===== src/rtl/valve_ctrl_pkg.sv =====
// Shared encodings for the valve chain sequencer.
//   op_e    : command opcodes carried on cmd_op
//   state_e : sequencer FSM states
package valve_ctrl_pkg;

  typedef enum logic [1:0] {
    OP_HOLD     = 2'd0,
    OP_PUMP_FWD = 2'd1,
    OP_PUMP_REV = 2'd2,
    OP_FLUSH    = 2'd3
  } op_e;

  typedef enum logic [2:0] {
    IDLE   = 3'd0,
    HOLD   = 3'd1,
    PUMP   = 3'd2,
    FLUSH  = 3'd3,
    SETTLE = 3'd4
  } state_e;

endpackage


===== src/rtl/valve_dwell_timer.sv =====
// Per-phase dwell timer for the valve chain sequencer.
//   clk, rst_n : clock, synchronous active-low reset
//   i_load     : capture i_dwell (0 treated as 1) and restart the count
//   i_dwell    : dwell length in cycles
//   i_en       : count while a command is executing
//   o_expire   : high on the last cycle of each D-cycle phase; the count
//                restarts by itself so consecutive phases are back to back
module valve_dwell_timer
  import valve_ctrl_pkg::*;
#(
  parameter int unsigned DWELL_W = 16
) (
  input  logic               clk,
  input  logic               rst_n,
  input  logic               i_load,
  input  logic [DWELL_W-1:0] i_dwell,
  input  logic               i_en,
  output logic               o_expire
);

  logic [DWELL_W-1:0] r_dwell;
  logic [DWELL_W-1:0] r_cnt;
  logic [DWELL_W-1:0] w_dwell_clamped;

  assign w_dwell_clamped = (i_dwell == '0) ? DWELL_W'(1) : i_dwell;
  assign o_expire        = i_en && (r_cnt == (r_dwell - DWELL_W'(1)));

  always_ff @(posedge clk) begin
    if (!rst_n) begin
      r_dwell <= DWELL_W'(1);
      r_cnt   <= '0;
    end else if (i_load) begin
      r_dwell <= w_dwell_clamped;
      r_cnt   <= '0;
    end else if (i_en) begin
      if (o_expire) r_cnt <= '0;
      else          r_cnt <= r_cnt + DWELL_W'(1);
    end
  end

endmodule


===== src/rtl/valve_chain_sequencer.sv =====
// Air-line sequencer for a serial valve chain. Accepts HOLD / PUMP_FWD /
// PUMP_REV / FLUSH commands over valid/ready and drives air_ctrl
// (1 = pressurised = valve closed, 0 = vented = valve open).
//   clk, rst_n           : clock, synchronous active-low reset
//   cmd_valid/cmd_ready  : command handshake (ready only in IDLE)
//   cmd_op, cmd_arg      : opcode and stroke count (PUMP only)
//   cmd_pattern          : HOLD air pattern
//   dwell_cfg            : cycles per phase, 0 treated as 1
//   abort                : abandon the running command
//   air_ctrl             : air line drive, bit i -> valve i
//   busy, stroke_cnt     : status
//   done, aborted        : end-of-command pulse and its cause
module valve_chain_sequencer
  import valve_ctrl_pkg::*;
#(
  parameter int unsigned NUM_VALVES = 4,
  parameter int unsigned DWELL_W    = 16,
  parameter int unsigned STROKE_W   = 8
) (
  input  logic                  clk,
  input  logic                  rst_n,
  input  logic                  cmd_valid,
  output logic                  cmd_ready,
  input  logic [1:0]            cmd_op,
  input  logic [STROKE_W-1:0]   cmd_arg,
  input  logic [NUM_VALVES-1:0] cmd_pattern,
  input  logic [DWELL_W-1:0]    dwell_cfg,
  input  logic                  abort,
  output logic [NUM_VALVES-1:0] air_ctrl,
  output logic                  busy,
  output logic [STROKE_W-1:0]   stroke_cnt,
  output logic                  done,
  output logic                  aborted
);

  localparam int unsigned PW = (NUM_VALVES > 1) ? $clog2(NUM_VALVES) : 1;
  localparam logic [PW-1:0] LAST_PH = PW'(NUM_VALVES - 1);

  state_e                r_state, w_state_nxt;
  op_e                   r_op;
  logic [STROKE_W-1:0]   r_arg;
  logic [NUM_VALVES-1:0] r_air, w_air_nxt;
  logic [PW-1:0]         r_phase, w_phase_nxt;
  logic [STROKE_W-1:0]   r_stroke, w_stroke_nxt;
  logic                  r_done, w_done_nxt;
  logic                  r_aborted, w_aborted_nxt;
  logic                  w_accept;
  logic                  w_expire;
  logic                  w_rev;
  logic [STROKE_W-1:0]   w_stroke_inc;

  // Pump phase p vents exactly one valve; reverse walks the chain backwards.
  function automatic logic [NUM_VALVES-1:0] pump_pat(input logic [PW-1:0] p,
                                                     input logic rev);
    logic [NUM_VALVES-1:0] pat;
    logic [PW-1:0]         v;
    v      = rev ? (LAST_PH - p) : p;
    pat    = '1;
    pat[v] = 1'b0;
    return pat;
  endfunction

  assign w_accept     = cmd_valid && (r_state == IDLE);
  assign w_rev        = (r_op == OP_PUMP_REV);
  assign w_stroke_inc = r_stroke + STROKE_W'(1);

  valve_dwell_timer #(.DWELL_W(DWELL_W)) u_timer (
    .clk      (clk),
    .rst_n    (rst_n),
    .i_load   (w_accept),
    .i_dwell  (dwell_cfg),
    .i_en     (r_state != IDLE),
    .o_expire (w_expire)
  );

  always_comb begin
    w_state_nxt   = r_state;
    w_air_nxt     = r_air;
    w_phase_nxt   = r_phase;
    w_stroke_nxt  = r_stroke;
    w_done_nxt    = 1'b0;
    w_aborted_nxt = 1'b0;

    case (r_state)
      IDLE: begin
        if (w_accept) begin
          w_stroke_nxt = '0;
          w_phase_nxt  = '0;
          case (op_e'(cmd_op))
            OP_HOLD: begin
              w_state_nxt = HOLD;
              w_air_nxt   = cmd_pattern;
            end
            OP_FLUSH: begin
              w_state_nxt = FLUSH;
              w_air_nxt   = '0;
            end
            default: begin
              // Zero-stroke pump completes immediately without touching the air lines.
              if (cmd_arg == '0) begin
                w_done_nxt = 1'b1;
              end else begin
                w_state_nxt = PUMP;
                w_air_nxt   = pump_pat('0, op_e'(cmd_op) == OP_PUMP_REV);
              end
            end
          endcase
        end
      end
      HOLD, SETTLE: begin
        if (w_expire) begin
          w_state_nxt = IDLE;
          w_done_nxt  = 1'b1;
        end
      end
      FLUSH: begin
        if (w_expire) begin
          w_state_nxt = SETTLE;
          w_air_nxt   = '1;
        end
      end
      PUMP: begin
        if (w_expire) begin
          if (r_phase == LAST_PH) begin
            w_phase_nxt  = '0;
            w_stroke_nxt = w_stroke_inc;
            if (w_stroke_inc == r_arg) begin
              w_state_nxt = SETTLE;
              w_air_nxt   = '1;
            end else begin
              w_air_nxt = pump_pat('0, w_rev);
            end
          end else begin
            w_phase_nxt = r_phase + PW'(1);
            w_air_nxt   = pump_pat(r_phase + PW'(1), w_rev);
          end
        end
      end
      default: w_state_nxt = IDLE;
    endcase

    // Abort overrides any expiry handled above, including a stroke increment.
    if (abort && (r_state != IDLE)) begin
      w_state_nxt   = IDLE;
      w_air_nxt     = '1;
      w_phase_nxt   = r_phase;
      w_stroke_nxt  = r_stroke;
      w_done_nxt    = 1'b1;
      w_aborted_nxt = 1'b1;
    end
  end

  always_ff @(posedge clk) begin
    if (!rst_n) begin
      r_state   <= IDLE;
      r_op      <= OP_HOLD;
      r_arg     <= '0;
      r_air     <= '1;
      r_phase   <= '0;
      r_stroke  <= '0;
      r_done    <= 1'b0;
      r_aborted <= 1'b0;
    end else begin
      r_state   <= w_state_nxt;
      r_air     <= w_air_nxt;
      r_phase   <= w_phase_nxt;
      r_stroke  <= w_stroke_nxt;
      r_done    <= w_done_nxt;
      r_aborted <= w_aborted_nxt;
      if (w_accept) begin
        r_op  <= op_e'(cmd_op);
        r_arg <= cmd_arg;
      end
    end
  end

  assign cmd_ready  = (r_state == IDLE);
  assign busy       = (r_state != IDLE) || r_done;
  assign air_ctrl   = r_air;
  assign stroke_cnt = r_stroke;
  assign done       = r_done;
  assign aborted    = r_aborted;

endmodule


===== config.mk =====
export PLATFORM = sky130hd
export DESIGN_NAME = valve_chain_sequencer
export DESIGN_NICKNAME = d
export VERILOG_FILES = /design/src/rtl/valve_ctrl_pkg.sv /design/src/rtl/valve_dwell_timer.sv /design/src/rtl/valve_chain_sequencer.sv
export SDC_FILE = /design/constraint.sdc
export NUM_CORES = 1
export LEC_CHECK = 0
export BUFFER_PORTS_ARGS = -buffer_cell sky130_fd_sc_hd__buf_4
export CAP_MARGIN = 20
export CORE_MARGIN = 8
export CORE_UTILIZATION = 26
export DETAILED_ROUTE_END_ITERATION = 12
export SYNTH_ARGS = -nofsm -noshare
export SYNTH_HDL_FRONTEND = slang
export SYNTH_SLANG_ARGS = --single-unit

===== constraint.sdc =====
create_clock -name clk -period 3.15 [get_ports clk]
set_input_delay 0.63 -clock clk [delete_from_list [all_inputs] [get_ports clk]]
set_output_delay 0.63 -clock clk [all_outputs]
set_load 0.05 [all_outputs]

---- Word level (Yosys, flattened, before mapping) ----
Cells that the tools add are included.
storage, ports and cells
  bits in registers ....................... 61
  bits in latches ......................... 0
  memory bits (writable) .................. 0
  memory bits (read-only) ................. 0
  output and inout port bits .............. 16
  logic and storage cells ................. 108
  memories kept ........................... 0
operators by class
  $add $sub $neg .......................... 5
  multipliers ............................. 0
  divide/modulo/power cells ............... 0
  order comparisons ....................... 6
  equal/unequal tests ..................... 17
  shift-type cells ........................ 0
  mux-type cells .......................... 43
  bitwise operators ....................... 5
  reduce and logical (&&, ||, !) cells .... 22
operators by type and width
  kind                   count
  $mux 16                2
  $mux 4                 6
  $mux 8                 3
  $mux 3                 7
  $add 16x1->16 const B  1
  $eq 16x16->1           1
  $logic_not 16->1       1
  $pmux 8 s2             1
  $sub 16x1->16 const B  1
  $mux 2                 6
  $not 4->4              3
  $pmux 3 s4             1
  $pmux 4 s3             1
  $reduce_and 5->1       2
  $lt 2x3->1 const B     3
  $mux 1                 9
  $add 8x1->8 const B    1
  $eq 2x2->1 const B     4
  $eq 8x8->1             1
  $logic_not 8->1        1
  $ne 2x1->1 const B     4
  $pmux 4 s2             1
  $reduce_or 2->1        4
  $reduce_and 7->1       1
  20 further kinds       33

---- Depth between registers and ports, before layout ----
  depth in word-level cells ............... 11
  depth in mapped cells ................... 12
  mapped depth without buffers ............ 10

---- Modules after synthesis ----
A second synthesis with hierarchy kept.
second synthesis, totals
  cell total of the unflattened synthesis .. 446
  area total of the unflattened synthesis .. 3,792.4 um^2
by module, submodules not included
  module                 instances  cells an instance  area an instance (um^2)  sequential area each (um^2)
  valve_dwell_timer      1          213                1,900.6                  640.6
  valve_chain_sequencer  1          233                1,891.8                  580.6

---- Least setup slack after synthesis ----
No wires, ideal clock.
  kind .................................... flip-flop to flip-flop
  from .................................... reg r_state[1]
  to ...................................... reg r_air[0] (netlist: air_ctrl[0])
  library setup time ...................... 120 ps
  arrival ................................. 2,743 ps
  required time ........................... 3,030 ps
  path slack .............................. 287 ps
  stages on the path, launching flop included .. 12
  period minus slack after synthesis ...... 2,863 ps
  path through ............................ dfxtp_1 buf_2 or3_1 clkbuf_1 clkinv_1 nor3_1 o211ai_1 a211o_1 nor4_4 a21oi_2 or2_1 a211o_1
between the ends
  cells in the longest elaborated chain, start to end .. 4
  elaborated cells on any way between the ends .. 15
RTL lines
  element                     line                          text
  start, declared             valve_chain_sequencer.sv:39   state_e r_state, w_state_nxt;
  start signal, assigned      valve_chain_sequencer.sv:164  r_state <= w_state_nxt;
  $logic_not 3->1 (*)         --
  named net cmd_ready         valve_chain_sequencer.sv:23   output logic cmd_ready,
  $logic_and 1x1->1           valve_chain_sequencer.sv:63   assign w_accept = cmd_valid && (r_state == IDLE);
  $ne 2x1->1 (no line)        --
  $reduce_and 5->1 (no line)  --
  end signal, assigned        valve_chain_sequencer.sv:165  r_air <= w_air_nxt;
  end, declared               valve_chain_sequencer.sv:42   logic [NUM_VALVES-1:0] r_air, w_air_nxt;
The timed path passes the listed nets; every way through them passes the cells marked *.
A chain may end at the register's enable or synchronous reset.

---- Worst setup path in the final report ----
  from .................................... reg u_timer.r_dwell[2]
  to ...................................... reg r_air[2] (netlist: air_ctrl[2])
between the ends
  cells in the longest elaborated chain, start to end .. 5
  elaborated cells on any way between the ends .. 6
RTL lines
  element                         line                     text
  start, declared                 valve_dwell_timer.sv:21  logic [DWELL_W-1:0] r_dwell;
  start signal, assigned          valve_dwell_timer.sv:33  r_dwell <= w_dwell_clamped;
  $sub 16x1->16 (*)               valve_dwell_timer.sv:26  assign o_expire = i_en && (r_cnt == (r_dwell - DWELL_W'(1)));
  $eq 16x16->1 (*)                valve_dwell_timer.sv:26
  $logic_and 1x1->1 (*)           valve_dwell_timer.sv:26
  $ne 2x1->1 (no line)            --
  $reduce_and 5->1 (no line) (*)  --
Every way passes the cells marked *; elsewhere a longest branch is shown, timed or not.

==> metrics <==
ys async rst share=0%; RePlAce Congestion=about 0.84; Via density=5.03; Filler Cells Inserted=1384; IR drop worst, VDD=between 0.3 and 0.4 mV; startpoint type of the worst setup path=flip-flop; Die Wd=between 100 and 150 µm; vias in the first global route=3305; Setup Skew=around 5.7 ps; die height=132 µm; CTS H-tree lvls=3; Syn Inst Count=430; HPWL after detailed placement=7480 µm; Antenna diodes=0; routed wire length per instance=roughly 15 µm; worst-path maximum fanout=8; R2R Setup Slk=180 ps; Critical Path Sink Type=flip-flop; Sequential Area=0.00122 mm²; Final #Nets=around 530; YS warnings=0; Clock Tree Buf Depth=2; CTS Sinks=just over 60; outcome=completed; Clock Latency Late Sink=about 330 ps; Worst path top cell family by delay=simple AND/OR/NAND/NOR gates; overall routing resource usage=a little under an eighth; DRC violations left=0; EDFF count, synth=0; P per Cell Area=584 mW/mm²; I/O Buffers=49; initial antenna violation count=0; Max stage delay cell, worst path=or4_1; worst endpoint data arrival time=3190 ps; # rows=42; RSZ-0062 raised after global routing=no; Cell Area, Synth=0.00347 mm²; layout cell share with drive strength beyond 1=~18%; WHS=about 460 ps; hold_buf cts=0; Syn Nets=approximately 470; footprint of the multi-input gates=about 0.0021 mm²; Max-Cap Viols=0; Buf/Inv on CP=0; Worst Reg-to-Reg Cells=8; CTS tree=done; WS Path Type=reg2reg; CTS root buf=clkbuf_16; antenna-violating nets left=0; worst hold-check path type=reg2reg; via count=~3300; slowest stage delay, CP=around 620 ps; DR iter-0 viols=~240; post-route setup TNS=0 ps; Distinct cells, synth=60; Avg Inst Size Synth=between 8 and 9 µm²; LEAKAGE=roughly 1.7 nW; Hold Path End=r_op[1]; Post-CTS Setup Repair Bufs=0; post-CTS sizing=0; Overflow after GRT=0; final hold viol count=0; beginning of the worst hold path=r_op[1]; FF-to-FF Start=u_timer.r_dwell[2]; Initial Utilization=between 20% and 30%; boundary pin count=50; Slew @ Worst Pin=just under 700 ps; register area share after synthesis=35.1%; Max-slew headroom=between 50% and 60%; Peak Freq=approximately 340 MHz; Detailed Routing Iterations Pass 1=4; post-layout minimum cycle time=about 3000 ps; main flop type after synthesis=dfxtp_1; Cell Chain, Critical Path=or4_1, or4_1, a21oi_1, a31oi_1, nor4_4, a21oi_2, or2_1, a211o_1; final wirelength=around 9800 µm; first-pass GRT wire length=approximately 16000 µm; cell with the most instances on the worst path=or4_1; largest net degree at the start of global routing=26; hold depth=2; Num CTS Buffers=9; required time of the critical path=approximately 3400 ps; P&R area growth vs syn=26.7%; Tcrit/Tclk final=between 90% and 100%; FF-to-FF End=air_ctrl[2]; Final Max Tran Viols=0; clock transition at the registers of the reported paths=about 50 ps; core footprint=approximately 0.013 mm²; number of synthesized register bits=61; setup violators final=0; DIE AREA=approximately 0.017 mm²
## cells in the final DEF, fill, tap and decap left out, drive strengths merged, types with 6 or more instances in the layout
master	instances
nor2	40
buf	62
nor3	11
nand2	60
clkbuf	12
ha	7
a22o	9
xnor2	24
nand4	8
a21oi	33
dfxtp	61
xor2	24
o21ai	16
nand4b	7
nand3	14
nor4	11
nand2b	6
inv	11
## how the worst max path moves through the flow
stage	start	endpoint	slack (ps)	cells past startpoint
after floorplan	r_state[1]	air_ctrl[0]	290	11
after global placement	u_timer.r_dwell[2]	air_ctrl[2]	290	8
after detailed placement	u_timer.r_dwell[2]	air_ctrl[0]	130	8
after CTS	u_timer.r_dwell[2]	air_ctrl[0]	80	8
after global routing	u_timer.r_dwell[0]	r_state[2]	30	10
final	u_timer.r_dwell[2]	air_ctrl[2]	180	8
## registers in the layout (all words and copies together) (netlist names)
register / cells
u_timer.r_cnt: 16
stroke_cnt: 8
done: 1
r_state: 3
r_op: 2
air_ctrl: 4
r_phase: 2
u_timer.r_dwell: 16
r_arg: 8
aborted: 1
## metrics by stage
stage	setup WS, ps	instances	cell area, µm²	power [mW]	util (%)
after floorplan	287	430	3470	1.31	-
after global placement	294	648	4060	1.49	30.9
after detailed placement	125	648	4060	1.50	30.9
after CTS	83.0	664	4390	2.58	33.4
after global routing	25.5	665	4400	2.69	33.5
final	175	665	4400	2.57	33.5
## worst register-to-register path, stage by stage, from the launching register on
cell and delay [ps]:
dfxtp_1 380, or4_1 620, or4_1 530, a21oi_1 160, a31oi_1 110, nor4_4 330
a21oi_2 150, or2_1 280, a211o_1 310
## cell type report
class,count,share of cell area [%]
Multi-Input combinational cell,337,48.1
Sequential cell,61,27.7
Timing Repair Buffer,62,10.7
Clock inverter,4,1.59
Clock buffer,12,5.83
Inverter,13,1.11
Tap cell,176,5.00
## report_power, final
part / internal (mW) / switching (mW) / leakage, nW
Sequential: 0.827 / 0.0628 / 0.497
Combinational: 0.233 / 0.369 / 1.05
Clock: 0.733 / 0.348 / 0.163
## logic make-up after synthesis
family | count (synthesis) | synth area share [%]
multiplexers | 3 | 0.864
flip-flops | 61 | 35.1
XOR/XNOR | 48 | 12.1
adder cells (fa/ha/maj) | 7 | 2.52
AND/OR/NAND/NOR | 187 | 28.1
buffers and inverters | 32 | 4.00
AO/OA/AOI/OAI | 92 | 17.2
## per-layer routing
metal  vias to the layer above  routed length (µm)  global-route usage, %
li1                       1656                   -                      -
met1                      1594                4450                   13.4
met2                        81                4740                   19.2
met3                        14                 373                   3.28
met4                         0                 221                   4.02
met5                         -                   0                      0
## cells in the mapped netlist, drive strengths merged, types with 6 or more instances
| master | number | area share, % |
|---|---|---|
| clkbuf | 13 | 1.4 |
| nand4b | 7 | 1.8 |
| xnor2 | 24 | 6.0 |
| nand4 | 8 | 1.4 |
| nand2b | 6 | 1.1 |
| buf | 6 | 1.2 |
| a21oi | 33 | 4.9 |
| nand2 | 60 | 6.6 |
| dfxtp | 61 | 35 |
| inv | 11 | 1.2 |
| o21ai | 16 | 2.3 |
| nor4 | 11 | 3.0 |
| xor2 | 24 | 6.0 |
| nand3 | 14 | 2.0 |
| ha | 7 | 2.5 |
| a22o | 9 | 2.3 |
| nor3 | 11 | 1.7 |
| nor2 | 40 | 4.3 |
Note: power is estimated with default switching activity, not from simulation.
